`config.mk`:
```
export PLATFORM = sky130hd
export DESIGN_NAME = bshaper_multi
export DESIGN_NICKNAME = d
export VERILOG_FILES = /design/src/rtl/bshaper_multi.sv
export SDC_FILE = /design/constraint.sdc
export NUM_CORES = 1
export LEC_CHECK = 0
export CORE_UTILIZATION = 30
export CTS_BUF_LIST = sky130_fd_sc_hd__clkbuf_16
export CTS_CLUSTER_DIAMETER = 40
export DETAILED_ROUTE_END_ITERATION = 6
export PLACE_DENSITY = 0.43
export SETUP_SLACK_MARGIN = 0.1
export SYNTH_ARGS = -nofsm -noshare
export SYNTH_HDL_FRONTEND = slang
export SYNTH_SLANG_ARGS = --single-unit
```
`constraint.sdc`:
```
create_clock -name CLK -period 2.31 [get_ports CLK]
set_input_delay 0.462 -clock CLK [delete_from_list [all_inputs] [get_ports CLK]]
set_output_delay 0.462 -clock CLK [all_outputs]
set_load 0.05 [all_outputs]
```
`src/rtl/bshaper_multi.sv`:
```
// N-channel push-button shaper: 2-flop sync, debounce, one-cycle pulse per press.
// Define BSHAPER_REPEAT_EN to add auto-repeat pulses while a button stays held.
module bshaper_multi #(
  parameter int N             = 4,
  parameter int DB_CYCLES     = 16,
  parameter int ACTIVE_LOW    = 1,
  parameter int REPEAT_DELAY  = 1000,
  parameter int REPEAT_PERIOD = 250
) (
  input  logic         CLK,
  input  logic         RST,
  input  logic [N-1:0] button_in,
  output logic [N-1:0] button_out
);

  localparam int            CW      = $clog2(DB_CYCLES + 1);
  localparam logic [CW-1:0] DB_LAST = CW'(DB_CYCLES - 1);
  localparam logic          REL_LVL = (ACTIVE_LOW != 0) ? 1'b1 : 1'b0;

  typedef enum logic [2:0] {
    S_IDLE,
    S_PRESS_WAIT,
    S_PULSE,
    S_HELD,
    S_REL_WAIT
  } state_t;

  for (genvar g = 0; g < N; g++) begin : g_ch
    logic          r_sync1;
    logic          r_sync2;
    state_t        r_state;
    logic [CW-1:0] r_cnt;
    logic          r_out;
    logic          w_p;

    // Synchroniser idles at the released level so reset never looks like a press.
    always_ff @(posedge CLK or negedge RST) begin
      if (!RST) begin
        r_sync1 <= REL_LVL;
        r_sync2 <= REL_LVL;
      end else begin
        r_sync1 <= button_in[g];
        r_sync2 <= r_sync1;
      end
    end

    assign w_p = r_sync2 ^ REL_LVL;

`ifdef BSHAPER_REPEAT_EN
    localparam int            RMAX = (REPEAT_DELAY > REPEAT_PERIOD) ? REPEAT_DELAY : REPEAT_PERIOD;
    localparam int            TW   = $clog2(RMAX + 1);
    logic [TW-1:0] r_tmr;
    logic          r_phase;
    logic [TW-1:0] w_tmr_last;

    // r_tmr counts edges since the last pulse edge; r_phase=1 once the first repeat fired.
    assign w_tmr_last = r_phase ? TW'(REPEAT_PERIOD - 1) : TW'(REPEAT_DELAY - 1);
`endif

    // NOTE: sequential state uses non-blocking assignments only, so every flop
    // samples the pre-edge values and the per-channel blocks cannot race.
    always_ff @(posedge CLK or negedge RST) begin
      if (!RST) begin
        r_state <= S_IDLE;
        r_cnt   <= '0;
        r_out   <= 1'b0;
`ifdef BSHAPER_REPEAT_EN
        r_tmr   <= '0;
        r_phase <= 1'b0;
`endif
      end else begin
        r_out <= 1'b0;
        case (r_state)
          S_IDLE: begin
            if (w_p) begin
              r_state <= S_PRESS_WAIT;
              r_cnt   <= '0;
            end
          end
          S_PRESS_WAIT: begin
            if (!w_p) begin
              r_state <= S_IDLE;
            end else if (r_cnt == DB_LAST) begin
              r_state <= S_PULSE;
              r_out   <= 1'b1;
`ifdef BSHAPER_REPEAT_EN
              r_tmr   <= '0;
              r_phase <= 1'b0;
`endif
            end else begin
              r_cnt <= r_cnt + CW'(1);
            end
          end
          S_PULSE: begin
            r_state <= S_HELD;
`ifdef BSHAPER_REPEAT_EN
            r_tmr   <= r_tmr + TW'(1);
`endif
          end
          S_HELD: begin
            if (!w_p) begin
              r_state <= S_REL_WAIT;
              r_cnt   <= '0;
`ifdef BSHAPER_REPEAT_EN
            end else if (r_tmr == w_tmr_last) begin
              r_state <= S_PULSE;
              r_out   <= 1'b1;
              r_tmr   <= '0;
              r_phase <= 1'b1;
            end else begin
              r_tmr <= r_tmr + TW'(1);
`endif
            end
          end
          S_REL_WAIT: begin
            if (w_p) begin
              r_state <= S_HELD;
`ifdef BSHAPER_REPEAT_EN
              r_tmr   <= '0;
`endif
            end else if (r_cnt == DB_LAST) begin
              r_state <= S_IDLE;
            end else begin
              r_cnt <= r_cnt + CW'(1);
            end
          end
          default: r_state <= S_IDLE;
        endcase
      end
    end

    assign button_out[g] = r_out;
  end

endmodule

```
# [After elaboration in Yosys (flattened, before gate mapping)]
# Index checks and enable logic that the tools add are counted.
[totals] ff_bits=44 latchBits=0 ramBits=0 romBits=0 in_bits=6 output_inout_bits=4 word_cells=148 n_memories=0
[op_classes] addsub=4 mul=0 n_div=0 n_lt_le_gt_ge=0 eq_ne=44 n_shift=0 n_mux=64 bitwise_logic=0 n_reduce_logical=16
[ops] op="two-way mux 5 bit" count=20
[ops] op="case mux 5 bit (4 select lines)" count=4
[ops] op="two-way mux 3 bit" count=24
[ops] op="case mux 3 bit (5 select lines)" count=4
[ops] op="!= test 2 bit (second input constant)" count=16
[ops] op="== test 3 x 2 -> 1 bit (second input constant)" count=8
[ops] op="!= test 3 bit (second input constant)" count=8
[ops] op="adder 5 x 1 -> 5 bit (second input constant)" count=4
[ops] op="== test 5 x 4 -> 1 bit (second input constant)" count=4
[ops] op="AND reduction 5 bit" count=4
[ops] op="AND reduction 4 bit" count=4
[ops] op="nonzero test 4 bit" count=4
[ops] op="== test 3 x 1 -> 1 bit (second input constant)" count=4
[ops] op="== test 3 bit (second input constant)" count=4
[ops] op="logical NOT 3 bit" count=4
[ops] op="two-way mux 1 bit" count=12

# [Depth between registers and ports, before layout]
# Gate-level depths: netlist (run 1).
[depth] word_depth=4 ltp_mapped=7

# [Worst setup path before layout (run 1)]
# OpenSTA, ideal clock, no wires.
[synth_timing] path_kind="register to register" startpoint="register g_ch[1].r_cnt[0]" endpoint="register g_ch[1].r_cnt[4]" setup_time_ps=95 t_arrival_ps=1930 required_time_ps=2215 setup_slack_ps=285 stages_incl_launch_ff=8 path_buffers=0 synth_period_minus_slack_ps=2025 cell_sequence="dfrtp_1 -> ha_1 -> and3_1 -> ha_1 -> a2111oi_2 -> a41oi_2 -> and2_1 -> o31ai_1"
[synth_via] elab_chain_cells=4 elab_cells_between_ends=6 classes_between="add/sub (1); eq/ne (1); mux (4)"
[synth_rtl] item="from (decl)" line="32" text="logic [CW-1:0] r_cnt;"
[synth_rtl] item="from (signal assigned)" line="91" text="r_cnt <= r_cnt + CW'(1);"
[synth_rtl] item="from (signal assigned)" line="124" text="r_cnt <= r_cnt + CW'(1);"
[synth_rtl] item="adder 5 x 1 -> 5 bit or == test 5 x 4 -> 1 bit (tied branches)"
[synth_rtl] item="two-way mux 5 bit *" line="83, 121"
[synth_rtl] item="two-way mux 5 bit (on tied branches)" line="116, 81"
[synth_rtl] item="case mux 5 bit (4 select lines) *" line="73" text="case (r_state)"
# Every way passes the cells marked *; elsewhere a longest branch is shown, timed or not. The select of a mux whose other input is x is not followed.
# A chain may end at the register's enable or synchronous reset.

# [Final worst setup path (run 1)]
# Same ends and word-level chain as after synthesis.

==> metrics.json, run 1 <==
{
  "outcome": {
    "result_of_the_run": "completed"
  },
  "worst_setup_path": {
    "critical-path-top-delay-family": "compound AO/OA/AOI/OAI gates",
    "worst_path_cell_chain": "ha_1, and3_1, ha_1, a2111oi_4, a41oi_2, and2_4, o31ai_1",
    "critical_path.max_fanout": 6,
    "cp_slowest_cell": "sky130_fd_sc_hd__dfrtp_1",
    "critical_path.n_buffers_inverters": 0,
    "cp.arrival_ns": 2.32,
    "startpoint_type": "flop",
    "crit_top_cell": "sky130_fd_sc_hd__ha_1",
    "critPathCaptureType": "flop",
    "timing.critical_path.required_ns": 2.50,
    "worst-setup-path-type": "reg2reg",
    "biggest_cell_delay_along_the_critical_path_ns": 0.41
  },
  "placement": {
    "buffer_ports.inserted": 9,
    "globalplace.congestion": 0.7413,
    "place.detailed.hpwl_mm": 2.906
  },
  "pwr": {
    "p_int_uw": 1607,
    "power.share.switching": 0.2785,
    "pwr-share-seq": 0.470,
    "power-per-cell-area_nw_per_um2": 804.6,
    "power.ir.vdd_worst_mv": 0.2882,
    "power.net_switching_uw": 620.5,
    "p_clk_frac": 0.362,
    "combPwrFrac": 0.168,
    "cellLeakagePower_uw": 0.001177
  },
  "grt": {
    "via_count_of_the_first_global_routing_pass": 1561,
    "globalRoute.totalOverflow": 0,
    "grt_antenna_before_repair": 0,
    "grt_util_all_layers": 0.1094,
    "first_pass_grt_wire_length_mm": 7.320,
    "grt_start_max_net_pins": 24
  },
  "finish": {
    "mostFrequentLayoutCells": "sky130_fd_sc_hd__dfrtp_1 (36), sky130_fd_sc_hd__nor2_1 (21), sky130_fd_sc_hd__nand3_1 (16)",
    "fillerInstances": 764,
    "diodes": 0,
    "most_frequent_standard_cell_in_the_layout_excluding_fill_and_tap_cells": "sky130_fd_sc_hd__dfrtp_1",
    "drive_gt1_frac": 0.1369,
    "nets": 258,
    "synthToLayoutAreaGrowth_pct": 14.96
  },
  "floorplan": {
    "rows": 32,
    "fp.dieW_um": 91.60,
    "full_die_area_um2": 8391,
    "die-height_um": 91.60,
    "placeableCoreArea_um2": 7727,
    "start_util": 0.3117,
    "io_pins": 10
  },
  "synthesis": {
    "ys.flop_type": "sky130_fd_sc_hd__dfrtp_1",
    "cell_area_after_synthesis_um2": 2409,
    "ys_ff_latch": 44,
    "synth_fp_nets": 253,
    "syn_avg_cell_area_um2": 10.25,
    "sequential_fraction_of_the_synthesis_area": 0.4613,
    "synth.yosys.warnings": 0,
    "post_synth_num_cell_types": 55,
    "ys_async_sr_fraction": 1.000,
    "synth_edf_count": 0,
    "synthesis.instances": 235
  },
  "sta": {
    "worst-slew-pin-transition_ns": 0.5365,
    "fin_skew_ns": 0.009360,
    "period_needed_ns": 2.127,
    "totalNegativeSetupSlack_ns": 0,
    "report.final.slew_viol_count": 0,
    "max_slew_margin": 0.6424,
    "timing.final.crit_share": 0.9208,
    "hold-worst-slack_ns": 0.1539,
    "finalSetupViolations": 0,
    "fmax_mhz": 470.1,
    "unrepaired_setup_endpoints_after_global_routing": "true",
    "endpoints_failing_hold": 0
  },
  "clock_network": {
    "path_clk_slew_ns": 0.06,
    "htree_num_levels": 2,
    "root_buffer": "sky130_fd_sc_hd__clkbuf_16",
    "tritoncts.num_buffers": 5,
    "clock-sinks": 44,
    "ctsHoldBuffers": 0,
    "clkLatencyLatePin_ns": 0.29,
    "deepest_clock_path_buffer_count": 2,
    "tritoncts": "done"
  },
  "job": {
    "maxCapViolations": 0
  },
  "drt": {
    "route.detailed.drc": 0,
    "first_iter_violations": 67,
    "drt_pre_antenna_iters": 4,
    "post_drt_via_cell_ratio": 4.904,
    "vias": 1682,
    "drt_wl_total_mm": 4.220,
    "route.antenna.remaining_nets": 0,
    "wl_per_cell_um": 12.30
  },
  "worst_hold_path": {
    "holdCritPathClass": "in2async"
  }
}
area by class of cell:
type / count / area (um2) / share of cell area
inverter: 13 / 48.80 / 0.01762
timing repair buffer: 12 / 120.1 / 0.04338
sequential: 44 / 1111 / 0.4013
tap: 102 / 127.6 / 0.04609
clock buffer: 5 / 125.1 / 0.04519
multi-input combinational: 164 / 1194 / 0.4311
clock inverter: 3 / 42.54 / 0.01536
metal layers:
metal | part of all wire | GRT usage | vias to the layer above
li1 | - | - | 863
met1 | 0.52 | 0.1470 | 800
met2 | 0.44 | 0.1685 | 13
met3 | 0.021 | 0.02596 | 6
met4 | 0.016 | 0.04365 | 0
met5 | 0 | 0 | -
final timing paths:
check	from	end	slack, ns	cells past startpoint
setup / recovery	g_ch[1].r_cnt[0]	g_ch[1].r_cnt[4]	0.18	7
hold / removal	RST	g_ch[1].r_out	0.15	1
setup reg to reg	g_ch[1].r_cnt[0]	g_ch[1].r_cnt[4]	0.18	7
hold reg to reg	g_ch[1].r_sync1	g_ch[1].r_sync2	0.35	0
max in group asynchronous	RST	g_ch[2].r_sync1	1.57	2
min in group CLK	g_ch[1].r_sync1	g_ch[1].r_sync2	0.35	0
registers in the layout, indices dropped and copies added (netlist names):
name          cells
g_ch.r_sync1      4
g_ch.r_cnt       20
g_ch.r_out        4
g_ch.r_state     12
g_ch.r_sync2      4
power by group through the flow:
stage	logic, uW	clock network, uW	registers [uW]
detailed placement	367	0	1060
CTS	370	849	1040
floorplan	310	0	1010
finish	374	807	1050
global route	438	867	1070
global placement	364	0	1060
synthesized netlist by cell type (4+ instances only):
master	n	area [um2]
sky130_fd_sc_hd__a31oi_1	4	25.02
sky130_fd_sc_hd__mux2_1	6	67.56
sky130_fd_sc_hd__nor2_1	21	78.83
sky130_fd_sc_hd__inv_1	13	48.80
sky130_fd_sc_hd__buf_2	8	40.04
sky130_fd_sc_hd__ha_1	12	150.1
sky130_fd_sc_hd__nand3_1	16	80.08
sky130_fd_sc_hd__a21oi_1	7	35.03
sky130_fd_sc_hd__dfrtp_1	36	900.9
sky130_fd_sc_hd__nand2b_1	5	31.28
sky130_fd_sc_hd__nand2_1	16	60.06
sky130_fd_sc_hd__nor3_1	6	30.03
sky130_fd_sc_hd__and3_1	4	25.02
sky130_fd_sc_hd__dfstp_2	8	210.2
sky130_fd_sc_hd__buf_4	4	30.03
sky130_fd_sc_hd__o32ai_1	6	52.55
kinds of logic after synthesis:
logic type,after synthesis,share of synthesized area
AO/OA/AOI/OAI,51,0.1709
XOR/XNOR,1,0.003637
adder cells (fa/ha/maj),12,0.06234
buffers and inverters,27,0.05247
flip-flops,44,0.4613
multiplexers,7,0.03428
AND/OR/NAND/NOR,93,0.2151
per-stage QoR:
step	utilization	worst slack, ns	instance area [um2]	std cells	power, uW
after floorplan	-	0.2846	2409	235	1315
after global placement	0.3318	0.1376	2564	333	1423
after detailed placement	0.3318	0.1157	2564	333	1423
after CTS	0.3538	0.1256	2734	341	2262
after global routing	0.3583	0.05162	2769	343	2378
final	0.3583	0.1829	2769	343	2228
repair_timing:
action,4_1_cts,5_1_grt
pin swaps,0,2
endpoints found under the hold margin,0,0
resized for setup,1,3
setup buffers,0,2
setup endpoints to repair,1,10
(Power assumes the default switching activity.)
==> run 2, diff against run 1 <==
--- a/config.mk
+++ b/config.mk
@@ -5,11 +5,13 @@
 export SDC_FILE = /design/constraint.sdc
 export NUM_CORES = 1
 export LEC_CHECK = 0
+export CELL_PAD_IN_SITES_DETAIL_PLACEMENT = 0
+export CELL_PAD_IN_SITES_GLOBAL_PLACEMENT = 2
 export CORE_UTILIZATION = 30
 export CTS_BUF_LIST = sky130_fd_sc_hd__clkbuf_16
 export CTS_CLUSTER_DIAMETER = 40
 export DETAILED_ROUTE_END_ITERATION = 6
-export PLACE_DENSITY = 0.43
+export PLACE_DENSITY = 0.6
 export SETUP_SLACK_MARGIN = 0.1
 export SYNTH_ARGS = -nofsm -noshare
 export SYNTH_HDL_FRONTEND = slang
==> run 2 against run 1 <==
Net effect: clock skew is 0.0044 ns lower; die area stayed put; sequential share of layout area is 0.16 points higher; final area is 0.41% lower; first-iteration DRC count is 45% lower; total power is 5.9% lower; fmax is 2.7% higher; critical path depth stayed put; non-clock buffer count is 1 higher; clock-buffer cell count stayed put; critical path type unchanged; critical endpoint unchanged; highest routed layer unchanged.
==> metrics.json, run 2 (synthesis gave the netlist of run 1 again) <==
{
  "placement": {
    "buffer_ports.inserted": {"value": 9, "change": "unchanged"},
    "globalplace.congestion": {"value": 0.6992, "change": "was 0.7413"},
    "place.detailed.hpwl": {"value": 3.154, "unit": "mm", "change": "was 2.906 mm"},
    "dpl_cells": {"value": 334, "change": "was 333"},
    "post_dp_cell_area": {"value": 2571, "unit": "um2", "change": "was 2564 um2"}
  },
  "worst_setup_path": {
    "biggest_cell_delay_along_the_critical_path": {"value": 0.41, "unit": "ns", "change": "about the same"},
    "regToRegSetupSlack": {"value": 0.24, "unit": "ns", "change": "was 0.18 ns"},
    "crit_end": {"value": "g_ch[1].r_cnt[4]", "change": "unchanged"},
    "startpoint_type": {"value": "flop", "change": "unchanged"},
    "cp_slowest_cell": {"value": "sky130_fd_sc_hd__dfrtp_1", "change": "unchanged"},
    "timing.critical_path.from": {"value": "g_ch[1].r_cnt[0]", "change": "unchanged"},
    "cp_num_cells": {"value": 7, "change": "unchanged"},
    "critical_path.max_fanout": {"value": 6, "change": "unchanged"},
    "worst-setup-path-type": {"value": "reg2reg", "change": "unchanged"},
    "crit-reg2reg-capture": {"value": "g_ch[1].r_cnt[4]", "change": "unchanged"},
    "worst_path_cell_chain": {"value": "ha_2, and3_1, ha_1, a2111oi_4, a41oi_2, and2_4, o31ai_2", "change": "was ha_1, and3_1, ha_1, a2111oi_4, a41oi_2, and2_4, o31ai_1"},
    "critPathCaptureType": {"value": "flop", "change": "unchanged"},
    "critical-path-top-delay-family": {"value": "compound AO/OA/AOI/OAI gates", "change": "unchanged"},
    "timing.critical_path.required": {"value": 2.50, "unit": "ns", "change": "about the same"},
    "critical_path.n_buffers_inverters": {"value": 0, "change": "unchanged"},
    "cp.arrival": {"value": 2.26, "unit": "ns", "change": "was 2.32 ns"},
    "timing.reg2reg.worst_path_depth": {"value": 7, "change": "unchanged"},
    "timing.rr.start": {"value": "g_ch[1].r_cnt[0]", "change": "unchanged"}
  },
  "clock_network": {
    "clock-sinks": {"value": 44, "change": "unchanged"},
    "htree_num_levels": {"value": 2, "change": "unchanged"},
    "root_buffer": {"value": "sky130_fd_sc_hd__clkbuf_16", "change": "unchanged"},
    "path_clk_slew": {"value": 0.06, "unit": "ns", "change": "about the same"},
    "clkLatencyLatePin": {"value": 0.28, "unit": "ns", "change": "was 0.29 ns"},
    "deepest_clock_path_buffer_count": {"value": 2, "change": "unchanged"},
    "tritoncts.num_buffers": {"value": 5, "change": "unchanged"},
    "tritoncts": {"value": "done", "change": "unchanged"}
  },
  "sta": {
    "fin_skew": {"value": 0.004975, "unit": "ns", "change": "was 0.009360 ns"},
    "timing.final.crit_share": {"value": 0.8965, "change": "was 0.9208"},
    "worst-slew-pin-transition": {"value": 0.4971, "unit": "ns", "change": "was 0.5365 ns"},
    "totalNegativeSetupSlack": {"value": 0, "unit": "ns", "change": "unchanged"},
    "fmax": {"value": 482.9, "unit": "MHz", "change": "was 470.1 MHz"},
    "max_slew_margin": {"value": 0.6675, "change": "was 0.6424"},
    "unrepaired_setup_endpoints_after_global_routing": {"value": "true", "change": "unchanged"},
    "report.final.slew_viol_count": {"value": 0, "change": "unchanged"},
    "period_needed": {"value": 2.071, "unit": "ns", "change": "was 2.127 ns"},
    "finalSetupViolations": {"value": 0, "change": "unchanged"},
    "endpoints_failing_hold": {"value": 0, "change": "unchanged"}
  },
  "pwr": {
    "power": {"value": 2097, "unit": "uW", "change": "was 2228 uW"},
    "power.ir.vdd_worst": {"value": 0.2685, "unit": "mV", "change": "was 0.2882 mV"},
    "cellLeakagePower": {"value": 0.001174, "unit": "uW", "change": "was 0.001177 uW"},
    "power-per-cell-area": {"value": 760.5, "unit": "nW/um2", "change": "was 804.6 nW/um2"}
  },
  "floorplan": {
    "full_die_area": {"value": 8391, "unit": "um2", "change": "unchanged"},
    "io_pins": {"value": 10, "change": "unchanged"},
    "start_util": {"value": 0.3117, "change": "unchanged"},
    "rows": {"value": 32, "change": "unchanged"},
    "fp.dieW": {"value": 91.60, "unit": "um", "change": "unchanged"},
    "die-height": {"value": 91.60, "unit": "um", "change": "unchanged"},
    "placeableCoreArea": {"value": 7727, "unit": "um2", "change": "unchanged"}
  },
  "finish": {
    "diodes": {"value": 0, "change": "unchanged"},
    "flip_flop_count_of_the_largest_register_all_copies_and_words_added": {"value": 20, "change": "unchanged"},
    "mostFrequentLayoutCells": {"value": "sky130_fd_sc_hd__dfrtp_1 (36), sky130_fd_sc_hd__nor2_1 (21), sky130_fd_sc_hd__nand3_1 (16)", "change": "unchanged"},
    "fillerInstances": {"value": 783, "change": "was 764"},
    "stdcell_area": {"value": 2758, "unit": "um2", "change": "was 2769 um2"},
    "most_frequent_standard_cell_in_the_layout_excluding_fill_and_tap_cells": {"value": "sky130_fd_sc_hd__dfrtp_1", "change": "unchanged"},
    "drive_gt1_frac": {"value": 0.1446, "change": "was 0.1369"},
    "stdcell_count": {"value": 344, "change": "was 343"},
    "nets": {"value": 259, "change": "was 258"},
    "largestRegisters": {"value": "g_ch.r_cnt: 20 flops, g_ch.r_state: 12 flops", "change": "unchanged"},
    "synthToLayoutAreaGrowth": {"value": 14.49, "unit": "%", "change": "was 14.96%"},
    "most_flops_register": {"value": "g_ch.r_cnt", "change": "unchanged"}
  },
  "drt": {
    "vias": {"value": 1708, "change": "was 1682"},
    "first_iter_violations": {"value": 37, "change": "was 67"},
    "route.detailed.drc": {"value": 0, "change": "unchanged"},
    "route.antenna.remaining_nets": {"value": 0, "change": "unchanged"},
    "drt_pre_antenna_iters": {"value": 5, "change": "was 4"},
    "wl_per_cell": {"value": 13.01, "unit": "um", "change": "was 12.30 um"},
    "post_drt_via_cell_ratio": {"value": 4.965, "change": "was 4.904"},
    "drt_wl_total": {"value": 4.475, "unit": "mm", "change": "was 4.220 mm"}
  },
  "grt": {
    "top_usage_layer": {"value": "met2", "change": "unchanged"},
    "via_count_of_the_first_global_routing_pass": {"value": 1643, "change": "was 1561"},
    "grt_antenna_before_repair": {"value": 0, "change": "unchanged"},
    "grtUsageMet1": {"value": 0.1514, "change": "was 0.1470"},
    "grt_start_max_net_pins": {"value": 24, "change": "unchanged"},
    "use_met3": {"value": 0.03099, "change": "was 0.02596"},
    "first_pass_grt_wire_length": {"value": 7.872, "unit": "mm", "change": "was 7.320 mm"},
    "grt_util_met2": {"value": 0.1898, "change": "was 0.1685"},
    "grt_util_all_layers": {"value": 0.1180, "change": "was 0.1094"},
    "globalRoute.totalOverflow": {"value": 0, "change": "unchanged"}
  },
  "outcome": {
    "result_of_the_run": {"value": "completed", "change": "unchanged"}
  },
  "worst_hold_path": {
    "holdCritPathClass": {"value": "in2async", "change": "unchanged"}
  },
  "job": {
    "maxCapViolations": {"value": 0, "change": "unchanged"}
  }
}
-- run 2: repair_timing --
item | CTS | global route
resized for setup | 1 | 7
buffers inserted | 0 | 2
hold buffers | 0 | 0
pin swaps | 0 | 2
endpoints found under the setup margin | 1 | 12
-- run 2: report_power, final --
group / internal (uW) / switching [uW] / total (uW)
combinational: 194 / 181 / 376
clock: 389 / 279 / 669
sequential: 907 / 146 / 1050
-- run 2: cell type report --
| cell class | instances | area (um2) | share of cell area |
|---|---|---|---|
| Clock buffer | 5 | 125.1 | 0.04537 |
| Sequential cell | 44 | 1111 | 0.4029 |
| Timing Repair Buffer | 13 | 127.6 | 0.04628 |
| Inverter | 13 | 48.80 | 0.01770 |
| Multi-Input combinational cell | 164 | 1206 | 0.4374 |
| Tap cell | 102 | 127.6 | 0.04628 |
| Clock inverter | 3 | 11.26 | 0.004083 |
-- run 2: worst min-delay path by stage --
stage	from	end	depth (start not counted)
2_1_floorplan	RST	g_ch[0].r_cnt[0]	0
3_3_place_gp	g_ch[2].r_sync1	g_ch[2].r_sync2	0
3_5_place_dp	g_ch[0].r_sync1	g_ch[0].r_sync2	0
4_1_cts	RST	g_ch[1].r_out	1
5_1_grt	RST	g_ch[3].r_state[0]	1
6_report	RST	g_ch[1].r_out	1
-- run 2: through the flow --
step	hold WS (ns)	utilization	setup slack, ns
after floorplan	0.1664	-	0.2846
after global placement	0.3459	0.3327	0.1472
after detailed placement	0.3468	0.3327	0.1050
after CTS	0.06723	0.3507	0.1307
after global routing	0.08355	0.3569	0.07395
final	0.06544	0.3569	0.2392
-- run 2: routing by layer --
layer	wire length (um)	part of all wire	up-vias
met4	69	0.015	0
met3	120	0.027	5
met2	2107	0.47	18
met1	2177	0.49	818
met5	0	0	-
li1	-	-	867
==> run 3, diff against run 2 <==
--- a/config.mk
+++ b/config.mk
@@ -5,6 +5,7 @@
 export SDC_FILE = /design/constraint.sdc
 export NUM_CORES = 1
 export LEC_CHECK = 0
+export CAP_MARGIN = 25
 export CELL_PAD_IN_SITES_DETAIL_PLACEMENT = 0
 export CELL_PAD_IN_SITES_GLOBAL_PLACEMENT = 2
 export CORE_UTILIZATION = 30
==> results of run 3 <==
No change in the layout: final DEF, timing and power equal those of run 2.
